===== config.mk =====
export PLATFORM = sky130hd
export DESIGN_NAME = sba_csr
export DESIGN_NICKNAME = d
export VERILOG_FILES = /design/src/rtl/sba_csr.sv
export SDC_FILE = /design/constraint.sdc
export NUM_CORES = 1
export LEC_CHECK = 0
export ABC_AREA = 0
export BUFFER_PORTS_ARGS = -buffer_cell sky130_fd_sc_hd__buf_4
export CAP_MARGIN = 20
export CORE_AREA = 2 2 139 141
export DETAILED_ROUTE_END_ITERATION = 12
export DIE_AREA = 0 0 141 143
export GPL_TIMING_DRIVEN = 0
export PLACE_DENSITY = 0.83
export REMOVE_ABC_BUFFERS = 1
export SLEW_MARGIN = 20
export SYNTH_ARGS = -nofsm -noshare
export SYNTH_HDL_FRONTEND = slang
export SYNTH_SLANG_ARGS = --single-unit

===== constraint.sdc =====
create_clock -name clk_i -period 2.9 [get_ports clk_i]
set_clock_uncertainty 0.2 [all_clocks]
set_input_delay 0.58 -clock clk_i [delete_from_list [all_inputs] [get_ports clk_i]]
set_output_delay 0.58 -clock clk_i [all_outputs]
set_load 0.05 [all_outputs]

===== src/rtl/sba_csr.sv =====
// System Bus Access register front end for the debug module: decodes DMI requests to
// sbcs/sbaddress/sbdata, drives the SBA master and captures its results.
module sba_csr #(
  parameter int unsigned SB_ASIZE       = 64,
  parameter logic [4:0]  SB_ACCESS_MASK = 5'b01111
) (
  input  logic        clk_i,
  input  logic        rst_ni,
  input  logic        dmactive_i,
  input  logic        dmi_req_valid_i,
  output logic        dmi_req_ready_o,
  input  logic [6:0]  dmi_req_addr_i,
  input  logic [1:0]  dmi_req_op_i,
  input  logic [31:0] dmi_req_data_i,
  output logic        dmi_resp_valid_o,
  input  logic        dmi_resp_ready_i,
  output logic [31:0] dmi_resp_data_o,
  output logic [1:0]  dmi_resp_resp_o,
  output logic [63:0] sbaddress_o,
  output logic        sbaddress_write_valid_o,
  output logic        sbreadonaddr_o,
  output logic        sbautoincrement_o,
  output logic        sbreadondata_o,
  output logic [2:0]  sbaccess_o,
  output logic [63:0] sbdata_o,
  output logic        sbdata_write_valid_o,
  output logic        sbdata_read_valid_o,
  input  logic [63:0] sbaddress_i,
  input  logic [63:0] sbdata_i,
  input  logic        sbdata_valid_i,
  input  logic        sbbusy_i,
  input  logic        sberror_valid_i,
  input  logic [2:0]  sberror_i
);

  localparam logic [0:0] StIdle = 1'b0;
  localparam logic [0:0] StResp = 1'b1;

  localparam logic [6:0] AddrSbcs  = 7'h38;
  localparam logic [6:0] AddrAddr0 = 7'h39;
  localparam logic [6:0] AddrAddr1 = 7'h3a;
  localparam logic [6:0] AddrData0 = 7'h3c;
  localparam logic [6:0] AddrData1 = 7'h3d;

  localparam logic [6:0] SbAsize = 7'(SB_ASIZE);

  logic [0:0]  r_state;
  logic [31:0] r_resp_data;
  logic [63:0] r_sbaddress;
  logic [63:0] r_sbdata;
  logic        r_sbbusyerror;
  logic        r_sbreadonaddr;
  logic [2:0]  r_sbaccess;
  logic        r_sbautoincrement;
  logic        r_sbreadondata;
  logic [2:0]  r_sberror;
  logic        r_pending_read;
  logic        r_addr_wr_pulse;
  logic        r_data_wr_pulse;
  logic        r_data_rd_pulse;

  logic        w_accept;
  logic        w_rd;
  logic        w_wr;
  logic        w_wr_sbcs;
  logic        w_trig_req;
  logic        w_trig_busy;
  logic        w_trig_ok;
  logic        w_addr0_go;
  logic        w_data0_wr_go;
  logic        w_data0_rd_go;
  logic        w_pend_set;
  logic [31:0] w_sbcs;
  logic [31:0] w_rdata;

  assign w_accept  = dmi_req_valid_i & (r_state == StIdle);
  assign w_rd      = w_accept & (dmi_req_op_i == 2'd1);
  assign w_wr      = w_accept & (dmi_req_op_i == 2'd2);
  assign w_wr_sbcs = w_wr & (dmi_req_addr_i == AddrSbcs);

  // Only sbaddress0 writes and sbdata0 reads/writes may start a bus access.
  assign w_trig_req  = (w_wr & ((dmi_req_addr_i == AddrAddr0) | (dmi_req_addr_i == AddrData0)))
                     | (w_rd & (dmi_req_addr_i == AddrData0));
  assign w_trig_busy = w_trig_req & sbbusy_i;
  assign w_trig_ok   = w_trig_req & ~sbbusy_i & (r_sberror == 3'd0) & ~r_sbbusyerror;

  assign w_addr0_go    = w_trig_ok & w_wr & (dmi_req_addr_i == AddrAddr0);
  assign w_data0_wr_go = w_trig_ok & w_wr & (dmi_req_addr_i == AddrData0);
  assign w_data0_rd_go = w_trig_ok & w_rd;
  assign w_pend_set    = (w_addr0_go & r_sbreadonaddr) | (w_data0_rd_go & r_sbreadondata);

  assign w_sbcs = {3'd1, 6'd0, r_sbbusyerror, sbbusy_i, r_sbreadonaddr, r_sbaccess,
                   r_sbautoincrement, r_sbreadondata, r_sberror, SbAsize, SB_ACCESS_MASK};

  always_comb begin
    w_rdata = 32'd0;
    if (w_rd) begin
      case (dmi_req_addr_i)
        AddrSbcs:  w_rdata = w_sbcs;
        AddrAddr0: w_rdata = r_sbaddress[31:0];
        AddrAddr1: w_rdata = r_sbaddress[63:32];
        AddrData0: w_rdata = r_sbdata[31:0];
        AddrData1: w_rdata = r_sbdata[63:32];
        default:   w_rdata = 32'd0;
      endcase
    end
  end

  always_ff @(posedge clk_i or negedge rst_ni) begin
    if (!rst_ni) begin
      r_state           <= StIdle;
      r_resp_data       <= 32'd0;
      r_sbaddress       <= 64'd0;
      r_sbdata          <= 64'd0;
      r_sbbusyerror     <= 1'b0;
      r_sbreadonaddr    <= 1'b0;
      r_sbaccess        <= 3'd2;
      r_sbautoincrement <= 1'b0;
      r_sbreadondata    <= 1'b0;
      r_sberror         <= 3'd0;
      r_pending_read    <= 1'b0;
      r_addr_wr_pulse   <= 1'b0;
      r_data_wr_pulse   <= 1'b0;
      r_data_rd_pulse   <= 1'b0;
    end else if (!dmactive_i) begin
      r_state           <= StIdle;
      r_resp_data       <= 32'd0;
      r_sbaddress       <= 64'd0;
      r_sbdata          <= 64'd0;
      r_sbbusyerror     <= 1'b0;
      r_sbreadonaddr    <= 1'b0;
      r_sbaccess        <= 3'd2;
      r_sbautoincrement <= 1'b0;
      r_sbreadondata    <= 1'b0;
      r_sberror         <= 3'd0;
      r_pending_read    <= 1'b0;
      r_addr_wr_pulse   <= 1'b0;
      r_data_wr_pulse   <= 1'b0;
      r_data_rd_pulse   <= 1'b0;
    end else begin
      if (r_state == StIdle) begin
        if (w_accept) begin
          r_state     <= StResp;
          r_resp_data <= w_rdata;
        end
      end else if (dmi_resp_ready_i) begin
        r_state <= StIdle;
      end

      r_addr_wr_pulse <= w_addr0_go;
      r_data_wr_pulse <= w_data0_wr_go;
      r_data_rd_pulse <= w_data0_rd_go;

      if (w_wr_sbcs) begin
        r_sbreadonaddr    <= dmi_req_data_i[20];
        r_sbaccess        <= dmi_req_data_i[19:17];
        r_sbautoincrement <= dmi_req_data_i[16];
        r_sbreadondata    <= dmi_req_data_i[15];
      end

      if (w_trig_busy) begin
        r_sbbusyerror <= 1'b1;
      end else if (w_wr_sbcs && dmi_req_data_i[22]) begin
        r_sbbusyerror <= 1'b0;
      end

      // A master error strobe suppresses a same-cycle W1C so the error is never lost.
      if (sberror_valid_i) begin
        if (r_sberror == 3'd0) r_sberror <= sberror_i;
      end else if (w_wr_sbcs) begin
        r_sberror <= r_sberror & ~dmi_req_data_i[14:12];
      end

      if (sbdata_valid_i) begin
        r_sbaddress <= sbaddress_i;
      end else begin
        if (w_wr && dmi_req_addr_i == AddrAddr1) r_sbaddress[63:32] <= dmi_req_data_i;
        if (w_addr0_go) r_sbaddress[31:0] <= dmi_req_data_i;
      end

      if (sbdata_valid_i && r_pending_read) begin
        r_sbdata <= sbdata_i;
      end else begin
        if (w_wr && dmi_req_addr_i == AddrData1) r_sbdata[63:32] <= dmi_req_data_i;
        if (w_data0_wr_go) r_sbdata[31:0] <= dmi_req_data_i;
      end

      if (w_pend_set) begin
        r_pending_read <= 1'b1;
      end else if (sbdata_valid_i || sberror_valid_i) begin
        r_pending_read <= 1'b0;
      end
    end
  end

  assign dmi_req_ready_o         = (r_state == StIdle);
  assign dmi_resp_valid_o        = (r_state == StResp);
  assign dmi_resp_data_o         = r_resp_data;
  assign dmi_resp_resp_o         = 2'd0;
  assign sbaddress_o             = r_sbaddress;
  assign sbdata_o                = r_sbdata;
  assign sbaddress_write_valid_o = r_addr_wr_pulse;
  assign sbdata_write_valid_o    = r_data_wr_pulse;
  assign sbdata_read_valid_o     = r_data_rd_pulse;
  assign sbreadonaddr_o          = r_sbreadonaddr;
  assign sbautoincrement_o       = r_sbautoincrement;
  assign sbreadondata_o          = r_sbreadondata;
  assign sbaccess_o              = r_sbaccess;

endmodule


==> run metrics <==
GR Overflow Total=0; Multi-input gate area=4250 sq um; Cell Chain, Critical Path=or2_1, nor4_2, a31oi_4, buf_16, a221o_1; Routability Congestion=between 0.8 and 0.9; initial antenna violation count=0; static leakage=6.23 nW; class of the tightest hold or removal check=input pin to register; critical path endpoint category=register; maximum vdd drop=approximately 0.00038 V; count of inserted antenna diode cells=0; critical path startpoint category=register; post-synthesis cell count=a little under 900; via count=9320; number of synthesized flops with an enable pin=0; post-layout util=67.9%; DRT Wirelength=around 36000 um; # fillers=1442; Site Rows=50; Hold Vio Cnt, Final=0; Slew Limit Fails=0; ys flop type=dfrtp_1; Final Cycle Share=96.9%; clk buf depth=2; Initial DRC Count=968; Die Width=141 um; storage element area=between 4000 and 5000 sq um; max incr delay on CP=0.58 ns; final instance area=~13000 sq um; first drt pass iteration count=7; RSZ-0062 raised after global routing=no; CTS H-tree depth=4; Layout area overhead=42.3%; Worst-Skew Late Latency=0.43 ns; WL/cell=roughly 25 um; post-synthesis sequential area ratio=around 49%; CTS tree=built; post-layout min period=about 2.8 ns; final net count=roughly 1.4k; Rel. slew slack=44.3%; Mapped Area=roughly 8900 sq um; share of post-route cells with drive strength above 1=40.5%; synthesized flop and latch total=175; post-DR vias/cell=around 6.5; final setup vio count=0; CP Class=register to register; top cell family by delay on the critical path=simple AND/OR/NAND/NOR gates; crit path buf inv count=1; post-DP HPWL=between 20000 and 25000 um; CTS buffer count=17; mean area per synthesized cell=about 10 sq um; initial core utilization=47.7%; max-cap violation count=0; commonest cells after routing, fill and taps aside=buf_4, dfrtp_1, nand2_1, o21ai_0; largest net degree at the start of global routing=between 100 and 150; P per Cell Area=between 400 and 500 nW/um^2; vias in the first global route=between 9k and 10k; drc violations=0; placed cell area=12000 sq um; CTS Sinks=175; die area=20200 sq um; outcome=completed; clk slew on worst S/H paths=0.07 ns; clk root buf=clkbuf_16; yosys synthesis warning count=0; Max Fclk=356 MHz; actual slew at the worst max-slew pin=0.835 ns; core area=18600 sq um; Die Height=roughly 140 um; # port buffers=350; critical path peak fanout=17; post-route ant nets=0; post-synth cell types=between 40 and 50; Worst EP arrival=2.92 ns; ys async rst share=100%; # IOs=between 300 and 400; Worst path slowest cell=nor4_2; Critical Path RT=around 3 ns; GRT Resource Usage Total=35.5%; leading cell type in the layout, fill and taps excluded=buf_4; first-pass GRT wire length=54500 um; setup TNS=0 ns
## worst reg2reg max path, cell delays in order, from the launching register on
cell and delay [ns]:
dfrtp_1 0.41, or2_1 0.30, nor4_2 0.58, a31oi_4 0.52, buf_16 0.33, a221o_1 0.37
## cell families (layout without fill, tap and decap cells)
kind of cell | after synthesis | count (layout) | share of synthesized area, %
AOI/OAI and AO/OA | 285 | 285 | 22.6
xor gates and xnor gates | 1 | 1 | 0.0988
buffers and inverters | 86 | 416 | 4.16
DFF | 175 | 175 | 49.4
muxes | 69 | 69 | 8.54
other | 1 | 2 | 0.0423
and+or+nand+nor | 259 | 259 | 15.1
## path summary, 6_finish.rpt
check	from	endpoint	slack (ns)	cells after the start
max	r_sberror[1]	sbdata_o[12]	0.09	5
min	dmi_resp_ready_i	dmi_resp_valid_o	0.13	2
max reg2reg	r_sberror[1]	sbdata_o[12]	0.09	5
min reg2reg	dmi_resp_data_o[29]	dmi_resp_data_o[29]	0.31	2
max in group asynchronous	rst_ni	r_sberror[1]	1.05	3
min in group asynchronous	rst_ni	sbaddress_o[58]	0.52	2
## state kept, by name (all words and copies together) (netlist names)
signal                   flops
sbaddress_o                 64
r_sberror                    3
sbaccess_o                   3
sbdata_write_valid_o         1
r_sbbusyerror                1
sbreadonaddr_o               1
dmi_resp_valid_o             1
dmi_resp_data_o             32
r_pending_read               1
sbautoincrement_o            1
sbaddress_write_valid_o      1
sbdata_read_valid_o          1
sbreadondata_o               1
sbdata_o                    64
## power breakdown
group | internal, mW | leakage (nW) | switching, mW
clock network | 1.27 | 0.274 | 1.03
logic | 0.471 | 3.61 | 0.800
registers | 2.54 | 2.35 | 0.0929
total | 4.28 | 6.23 | 1.93
## through the flow
stage	cells	power [mW]	setup slack (ns)	hold WS [ns]
2_1_floorplan	796	3.27	-0.903	0.0844
6_report	1441	6.20	0.0890	0.125
3_3_place_gp	1380	3.86	-4.07	0.275
4_1_cts	1439	6.19	0.106	0.115
5_1_grt	1441	6.38	0.00244	0.114
3_5_place_dp	1405	3.93	-1.36	0.292
## routing by layer
metal,vias to the layer above,wire [um],GRT usage [%]
li1,3933,-,-
met1,4616,13900,45.4
met5,-,0,0
met4,0,1530,16.0
met2,645,17600,58.3
met3,126,3440,7.91
## what timing repair did
action                                 4_1_cts  5_1_grt
endpoints found under the hold margin       83        0
setup endpoints to repair                   58       40
pin swaps                                    1        1
hold buffers                                 1        0
gates resized for setup                      5        2
setup buffers                                1        2
## area by class of cell
class / instances / area share, %
flip-flops and latches: 175 / 34.7
multi-input cells: 616 / 33.7
clock buffers: 22 / 3.76
well taps: 234 / 2.32
clock inverters: 10 / 0.803
inverters: 5 / 0.159
repair buffers: 379 / 24.6
## synth_stat cells, types with 8 or more instances
master / instances / area [sq um]
nor2_1: 13 / 48.8
dfrtp_1: 174 / 4350
nand2_1: 135 / 507
a21oi_1: 40 / 200
o21a_1: 10 / 75.1
mux2_2: 53 / 597
o21ai_0: 66 / 330
and3_1: 63 / 394
a221o_1: 63 / 631
buf_2: 13 / 65.1
mux2i_1: 16 / 160
a31oi_1: 35 / 219
clkbuf_1: 58 / 218
a32oi_1: 17 / 149
nand2b_1: 8 / 50.1
a22oi_1: 46 / 345
No activity file was read; power rests on OpenSTA's default activity.
